File: src/rtl/instr_encoder.sv
// Field-level instruction encoder: packs requests into 16-bit ISA words, tags each with its
// target address and streams {word,addr} through a 2-entry buffer to the memory writer.
module instr_encoder #(
  parameter int ADDR_WIDTH = 16
) (
  input  logic                  clk,
  input  logic                  rst,
  input  logic                  start,
  input  logic [ADDR_WIDTH-1:0] start_addr,
  input  logic                  in_valid,
  output logic                  in_ready,
  input  logic [3:0]            in_op,
  input  logic [3:0]            in_dr,
  input  logic [3:0]            in_sr1,
  input  logic [3:0]            in_sr2,
  input  logic [7:0]            in_imm,
  input  logic                  in_shl,
  input  logic                  in_sha,
  input  logic [3:0]            in_nzci,
  output logic                  out_valid,
  input  logic                  out_ready,
  output logic [15:0]           out_word,
  output logic [ADDR_WIDTH-1:0] out_addr,
  output logic [ADDR_WIDTH-1:0] instr_count,
  output logic                  err_valid,
  output logic [1:0]            err_code
);

  typedef enum logic [3:0] {
    OP_ADD  = 4'h0, OP_SUB = 4'h1, OP_MUL = 4'h2, OP_AND = 4'h3,
    OP_OR   = 4'h4, OP_XOR = 4'h5, OP_NOT = 4'h6, OP_SH  = 4'h7,
    OP_LD   = 4'h8, OP_ST  = 4'h9, OP_LDI = 4'hA, OP_B   = 4'hB,
    OP_ADDI = 4'hC, OP_AIPC = 4'hD
  } opcode_t;

  localparam logic [1:0] ERR_NONE   = 2'b00;
  localparam logic [1:0] ERR_OPCODE = 2'b01;
  localparam logic [1:0] ERR_RANGE  = 2'b10;

  logic [15:0]           word_next;
  logic [1:0]            err_next;
  logic                  simm4_ok;
  logic                  full;
  logic                  accept;
  logic                  push;
  logic                  pop;
  logic                  wr_ptr_reg;
  logic                  rd_ptr_reg;
  logic [1:0]            count_reg;
  logic [ADDR_WIDTH-1:0] addr_ctr_reg;
  logic [ADDR_WIDTH-1:0] instr_count_reg;
  logic                  err_valid_reg;
  logic [1:0]            err_code_reg;
  logic [15:0]           slot_word [2];
  logic [ADDR_WIDTH-1:0] slot_addr [2];

  // A 4-bit signed immediate fits iff the upper five bits are a pure sign extension.
  assign simm4_ok = (in_imm[7:3] == 5'b00000) || (in_imm[7:3] == 5'b11111);

  always_comb begin
    word_next = {in_op, 12'h000};
    err_next  = ERR_NONE;
    case (in_op)
      OP_ADD, OP_SUB, OP_MUL, OP_AND, OP_OR, OP_XOR:
        word_next = {in_op, in_dr, in_sr1, in_sr2};
      OP_NOT:
        word_next = {in_op, in_dr, in_sr1, 4'h0};
      OP_SH: begin
        word_next = {in_op, in_dr, in_shl, in_sha, 1'b0, in_imm[4:0]};
        if (in_imm[7:5] != 3'b000) err_next = ERR_RANGE;
      end
      OP_LD, OP_ST, OP_ADDI: begin
        word_next = {in_op, in_dr, in_sr1, in_imm[3:0]};
        if (!simm4_ok) err_next = ERR_RANGE;
      end
      OP_LDI, OP_AIPC:
        word_next = {in_op, in_dr, in_imm};
      OP_B:
        word_next = {in_op, in_nzci, in_imm};
      default:
        err_next = ERR_OPCODE;
    endcase
  end

  // Ready depends only on registered occupancy plus the rst/start overrides.
  assign full      = (count_reg == 2'd2);
  assign in_ready  = !rst && !start && !full;
  assign accept    = in_valid && in_ready;
  assign push      = accept && (err_next == ERR_NONE);
  assign out_valid = (count_reg != 2'd0);
  assign pop       = out_valid && out_ready;

  genvar gi;
  generate
    for (gi = 0; gi < 2; gi++) begin : g_slot
      logic [15:0]           word_reg;
      logic [ADDR_WIDTH-1:0] tag_reg;
      always_ff @(posedge clk) begin
        if (push && (wr_ptr_reg == 1'(gi))) begin
          word_reg <= word_next;
          tag_reg  <= addr_ctr_reg;
        end
      end
      assign slot_word[gi] = word_reg;
      assign slot_addr[gi] = tag_reg;
    end
  endgenerate

  always_ff @(posedge clk) begin
    if (rst) begin
      wr_ptr_reg      <= 1'b0;
      rd_ptr_reg      <= 1'b0;
      count_reg       <= 2'd0;
      addr_ctr_reg    <= '0;
      instr_count_reg <= '0;
      err_valid_reg   <= 1'b0;
      err_code_reg    <= ERR_NONE;
    end else begin
      err_valid_reg <= 1'b0;
      if (start) begin
        wr_ptr_reg      <= 1'b0;
        rd_ptr_reg      <= 1'b0;
        count_reg       <= 2'd0;
        addr_ctr_reg    <= start_addr;
        instr_count_reg <= '0;
      end else begin
        if (push) wr_ptr_reg <= ~wr_ptr_reg;
        if (pop)  rd_ptr_reg <= ~rd_ptr_reg;
        count_reg <= count_reg + {1'b0, push} - {1'b0, pop};
        if (push) begin
          addr_ctr_reg    <= addr_ctr_reg + 1'b1;
          instr_count_reg <= instr_count_reg + 1'b1;
        end
        if (accept && (err_next != ERR_NONE)) begin
          err_valid_reg <= 1'b1;
          err_code_reg  <= err_next;
        end
      end
    end
  end

  assign out_word    = slot_word[rd_ptr_reg];
  assign out_addr    = slot_addr[rd_ptr_reg];
  assign instr_count = instr_count_reg;
  assign err_valid   = err_valid_reg;
  assign err_code    = err_code_reg;

endmodule

File: config.mk
export PLATFORM = sky130hd
export DESIGN_NAME = instr_encoder
export DESIGN_NICKNAME = d
export VERILOG_FILES = /design/src/rtl/instr_encoder.sv
export SDC_FILE = /design/constraint.sdc
export NUM_CORES = 1
export LEC_CHECK = 0
export ABC_AREA = 1
export CAP_MARGIN = 20
export CORE_ASPECT_RATIO = 0.8
export CORE_UTILIZATION = 51
export CTS_CLUSTER_DIAMETER = 60
export DETAILED_ROUTE_END_ITERATION = 6
export PLACE_DENSITY = 0.8
export SKIP_CTS_REPAIR_TIMING = 1
export SYNTH_ARGS = -nofsm -noshare
export SYNTH_HDL_FRONTEND = slang
export SYNTH_SLANG_ARGS = --single-unit
export TNS_END_PERCENT = 20
File: constraint.sdc
create_clock -name clk -period 4.9 [get_ports clk]
set_input_delay 1.47 -clock clk [delete_from_list [all_inputs] [get_ports clk]]
set_output_delay 1.47 -clock clk [all_outputs]
set_load 0.02 [all_outputs]
**Word level (Yosys, flattened, before mapping)**

Cells that the tools add are included.

- Add/subtract/negate cells: 4
- Order comparisons: 1
- Equality and inequality tests: 15
- Muxes and demuxes: 13
- Bitwise gates (word level): 4
- Reduce and logical (&&, ||, !) cells: 25

Operator list:

| cell | number |
|---|---|
| 16-bit two-way mux | 8 |
| 12-bit case mux with 6 select lines | 1 |
| 16-bit by 1-bit adder with 16-bit output, second input constant | 2 |
| 4-bit == test, second input constant | 6 |
| 4-bit by 3-bit == test with 1-bit output, second input constant | 4 |
| 10-bit OR reduction | 1 |
| 4-bit by 2-bit == test with 1-bit output, second input constant | 2 |
| 1-bit logical AND | 8 |
| 2-bit case mux with 3 select lines | 1 |
| 2-bit nonzero test | 3 |
| 6-bit OR reduction | 1 |
| 5-bit == test, second input constant | 1 |
| 5-bit logical NOT | 1 |
| 4-bit by 1-bit == test with 1-bit output, second input constant | 1 |
| 4-bit logical NOT | 1 |
| 2-bit two-way mux | 2 |
| 2-bit OR reduction | 2 |
| 1-bit logical NOT | 3 |
| 1-bit inverter | 3 |
| 3-bit nonzero test | 1 |
| 3-bit OR reduction | 1 |
| 2-bit by 1-bit adder with 2-bit output | 1 |
| 2-bit == test, second input constant | 1 |
| 2-bit >= comparator, second input constant | 1 |
| 6 further kinds | 6 |

- Register bits: 103
- Input bits: 51
- Output and inout port bits: 53
- Word-level logic and storage cells: 73

**Logic depth before layout (Yosys ltp)**

Gate-level depths: netlist of the first run.

- Depth after elaboration: 8
- Depth in mapped cells: 10
- Gate-level depth less buffers: 10

**Worst setup path after synthesis of the first run**

Ideal clock, no wire load.

- Path kind: input-to-reg
- From: in start
- To: reg g_slot[0].tag_reg[0] (enable)
- Library setup time: 0.421 ns
- Data arrival time: 3.777 ns
- Required time: 4.479 ns
- Setup slack: 0.702 ns
- Cell stages on the path: 8
- Path buffers: 3
- Cell sequence: buf_2 clkinv_4 nand2_4 nor3_4 nand4_2 buf_6 buf_6 nor2_1

- Longest elaborated chain between the ends: 6

Ends and longest elaborated chain:

| item | RTL line | RTL |
|---|---|---|
| start: declaration | 8 | `input logic start,` |
| 1-bit logical NOT | 87 | `assign in_ready = !rst && !start && !full;` |
| 1-bit logical AND (2 in a row) | 87 |  |
| 1-bit logical AND | 88 | `assign accept = in_valid && in_ready;` |
| 1-bit logical AND | 89 | `assign push = accept && (err_next == ERR_NONE);` |
| 1-bit logical AND | 99 | `if (push && (wr_ptr_reg == 1'(gi))) begin` |
| end signal: assignment | 101 | `tag_reg <= addr_ctr_reg;` |
| end: declaration | 97 | `logic [ADDR_WIDTH-1:0] tag_reg;` |

No other way between the ends.
A chain may end at the register's enable or synchronous reset.

**Final worst setup path of the first run**

- From: in start
- To: out in_ready

- Longest elaborated chain between the ends: 3

Ends and longest elaborated chain:

| item | RTL line | RTL |
|---|---|---|
| 1-bit logical NOT | 87 |  |
| 1-bit logical AND (2 in a row) | 87 |  |
| end: declaration | 11 | `output logic in_ready,` |

No other way between the ends.

==> results of run 1 <==
[area by class of cell]
cell class / count / area [sq um]
Timing Repair Buffer: 114 / 1110
Clock buffer: 9 / 225
Tap cell: 115 / 144
Inverter: 36 / 140
Sequential cell: 103 / 2700
Multi-Input combinational cell: 437 / 1950
Clock inverter: 7 / 86.3
Fill cell: 750 / 2830
[cell usage after synthesis, drive strengths merged]
library cell    n
nand2         248
edfxtp         64
nor2           52
nand3          45
dfxtp          39
a21oi          37
inv            33
o21ai          23
clkbuf         12
buf             9
xnor2           8
nor3            6
xor2            5
nand4           4
clkinv          3
ha              3
a21o            1
a22o            1
nor4            1
o21bai          1
o22ai           1
or2             1
[routing by layer]
metal / vias up / GRT usage
li1: 2162 / -
met1: 1963 / 0.296
met2: 176 / 0.383
met3: 21 / 0.0492
met4: 0 / 0.0822
met5: - / 0
[stage by stage]
stage                      util  power [W]  std cells
final                     0.692    0.00185        821
after global routing      0.692    0.00191        821
after CTS                 0.692    0.00186        821
after detailed placement  0.658    0.00115        805
after global placement    0.658    0.00115        805
after floorplan               -    0.00106        597
[worst max-delay path by stage]
| stage | cells after the start | from | to |
|---|---|---|---|
| floorplan | 8 | start | g_slot[0].tag_reg[0] |
| detailed placement | 5 | start | in_ready |
| global placement | 5 | start | in_ready |
| CTS | 5 | start | in_ready |
| global route | 5 | start | in_ready |
| finish | 5 | start | in_ready |
[cells by family (layout without fill, tap and decap cells)]
family	after synthesis	count (layout)	synth area share
compound gates	64	64	0.0673
fa+ha+maj	3	3	0.00765
flops	103	103	0.551
buf+inv	57	166	0.0528
simple gates	357	357	0.298
xor+xnor	13	13	0.0232
[worst register-to-register path, stage by stage (launching register included)]
cell     delay, ps
dfxtp_1        330
inv_1           70
nor2_1          70
nor3_4         180
nand4_2        430
nor2_2         230
buf_4          270
[power by group]
group / switching (W) / internal [W] / total (W)
clock: 0.000350 / 0.000365 / 0.000715
sequential: 0.0000169 / 0.000939 / 0.000956
combinational: 0.0000957 / 0.0000836 / 0.000179
total: 0.000462 / 0.00139 / 0.00185
==> metrics.csv, run 1 <==
stage,metric,value,unit
worst_setup_path,r2r setup slk,3000,ps
min_path,Hold Path Class,reg -> reg,
timing,achievable clock frequency,0.227,GHz
synthesis,number of standard cells after synthesis,597,
outcome,violated checks,DRC,
worst_setup_path,worst path arrival time,2940,ps
clock_network,CTS H-tree lvls,3,
clock_network,buffer cell driving the clock tree root,clkbuf_16,
timing,final-report setup violation count,0,
timing,number of failing hold endpoints at the final stage,0,
timing,shortest period the worst path allows,4410,ps
drt,number of DRC violations after detailed-routing iteration 0,273,
synthesis,fraction of the yosys area taken by sequential cells,0.551,
cells_and_area,"commonest non-fill, non-tap cells in the layout","nand2_1 (246), clkdlybuf4s50_1 (103), edfxtp_1 (64)",
timing,unrepaired setup endpoints after global routing,false,
drt,final wirelength,11500,um
cells_and_area,"leading cell type in the layout, fill and taps excluded",nand2_1,
drt,top layer used by detailed routing,met4,
clock_network,clk buf depth,2,
timing,post-route clock skew,6.08,ps
min_path,startpoint of the lowest-slack hold path,err_code[0],
worst_setup_path,R2R Path End,g_slot[1].word_reg[5],
worst_setup_path,top cell family by delay on the critical path,buffers and inverters,
place,IO buf count,103,
cells_and_area,final design area excluding fillers,6360,sq um
synthesis,net count after synthesis,651,
timing,portion of the clock cycle consumed by the worst path in the final layout,0.900,
synthesis,combined area of all synthesized cells,4910,sq um
synthesis,Synth Register Bits,103,
floorplanning,initial cell density of the core,0.534,
synthesis,top cell type by total area after synthesis,edfxtp_1,
timing,Final Max Tran Viols,0,
cells_and_area,share of final-layout standard cells stronger than drive strength 1,0.0581,
worst_setup_path,reg-to-reg startpoint,count_reg[1],
timing,setup ws final,492,ps
drt,number of vias per cell after detailed routing,5.26,
clock_network,worst-skew pair later-pin latency,350,ps
floorplanning,Horiz. Die Dim,112,um
global_route,largest net degree at the start of global routing,33,
clock_network,"CTS clk-pin slew, worst paths",70,ps
floorplanning,core footprint,9190,sq um
clock_network,clk sink count,103,
worst_setup_path,maximum fanout encountered on the critical timing path,13,
place,half-perimeter wire length after placement,8010,um
floorplanning,top-level port count,104,
worst_setup_path,sequence of cells on the critical path,clkdlybuf4s50_1 -> clkinv_4 -> nand2_4 -> nor2_1 -> clkdlybuf4s50_1,
pwr,Max rail drop VDD,169,uV
synthesis,Synth Warn #,0,
timing,Worst Hold Margin,487,ps
cells_and_area,number of nets in the layout,755,
outcome,status,"finished, violations left",
worst_setup_path,max incr delay on CP,600,ps
place,post-place setup slack,495,ps
min_path,hold-critical path endpoint,err_code[0],
worst_setup_path,Crit path required time,3430,ps
worst_setup_path,Worst R2R Path Depth,6,
floorplanning,height of the die,89.7,um
drt,number of nets with antenna violations after detailed routing,0,
timing,transition at the pin with the smallest max-transition slack,477,ps
drt,met3 wire length,830,um
drt,wire length on met1,4890,um
cells_and_area,number of diodes added for antenna fixing,0,
global_route,total congestion overflow,0,
worst_setup_path,critical path start-end classification,in -> out,
synthesis,area share of the leading cell type in the synthesized netlist,0.392,
worst_setup_path,total buffers and inverters traversed by the critical path,3,
run,max-capacitance violation count,0,
place,placed cell areas,6050,sq um
worst_setup_path,library cell contributing the largest single delay on the critical path,clkdlybuf4s50_1,
drt,DR WL/cell,14.0,um
place,routability congestion estimate from global placement,0.847,
clock_network,TritonCTS clock tree,built,
drt,DRC violations left,10,
floorplanning,Die Outline Area,10000,sq um
global_route,vias in the first global route,3934,
timing,relative max-transition margin,0.681,
timing,final setup TNS,0,ps
global_route,GRT Total Usage,0.230,
synthesis,mean instance size in the synthesized netlist,8.22,sq um
worst_setup_path,type of element capturing the critical path,output pin,
global_route,global-route wire length before repair,18300,um
global_route,initial antenna violation count,0,
floorplanning,number of placement rows,31,
worst_setup_path,startpoint types,input pin,
drt,Vias,4322,
min_path,worst hold path cell count,2,
drt,total met2 wirelength after detailed routing,5570,um
synthesis,most area-consuming cells after synthesis,"edfxtp_1 (39%), nand2_1 (19%), dfxtp_1 (16%)",
pwr,power per cell area,291,nW/um^2
clock_network,total clock buffers created by CTS,9,
worst_setup_path,cell type with the highest occurrence count on the critical path,clkdlybuf4s50_1,
drt,total iterations of the first detailed-routing run,7,
pwr,Static Leak,2.43,nW
cells_and_area,area grow syn2layout,29.7,%
synthesis,unique cell type count in the Yosys netlist,34,
Note: power is estimated with default switching activity, not from simulation.
==> run 2: changes to the inputs <==
Settings changed: SKIP_LAST_GASP set to 1.
==> results of run 2 <==
No change in the layout: final DEF, timing and power equal those of run 1.
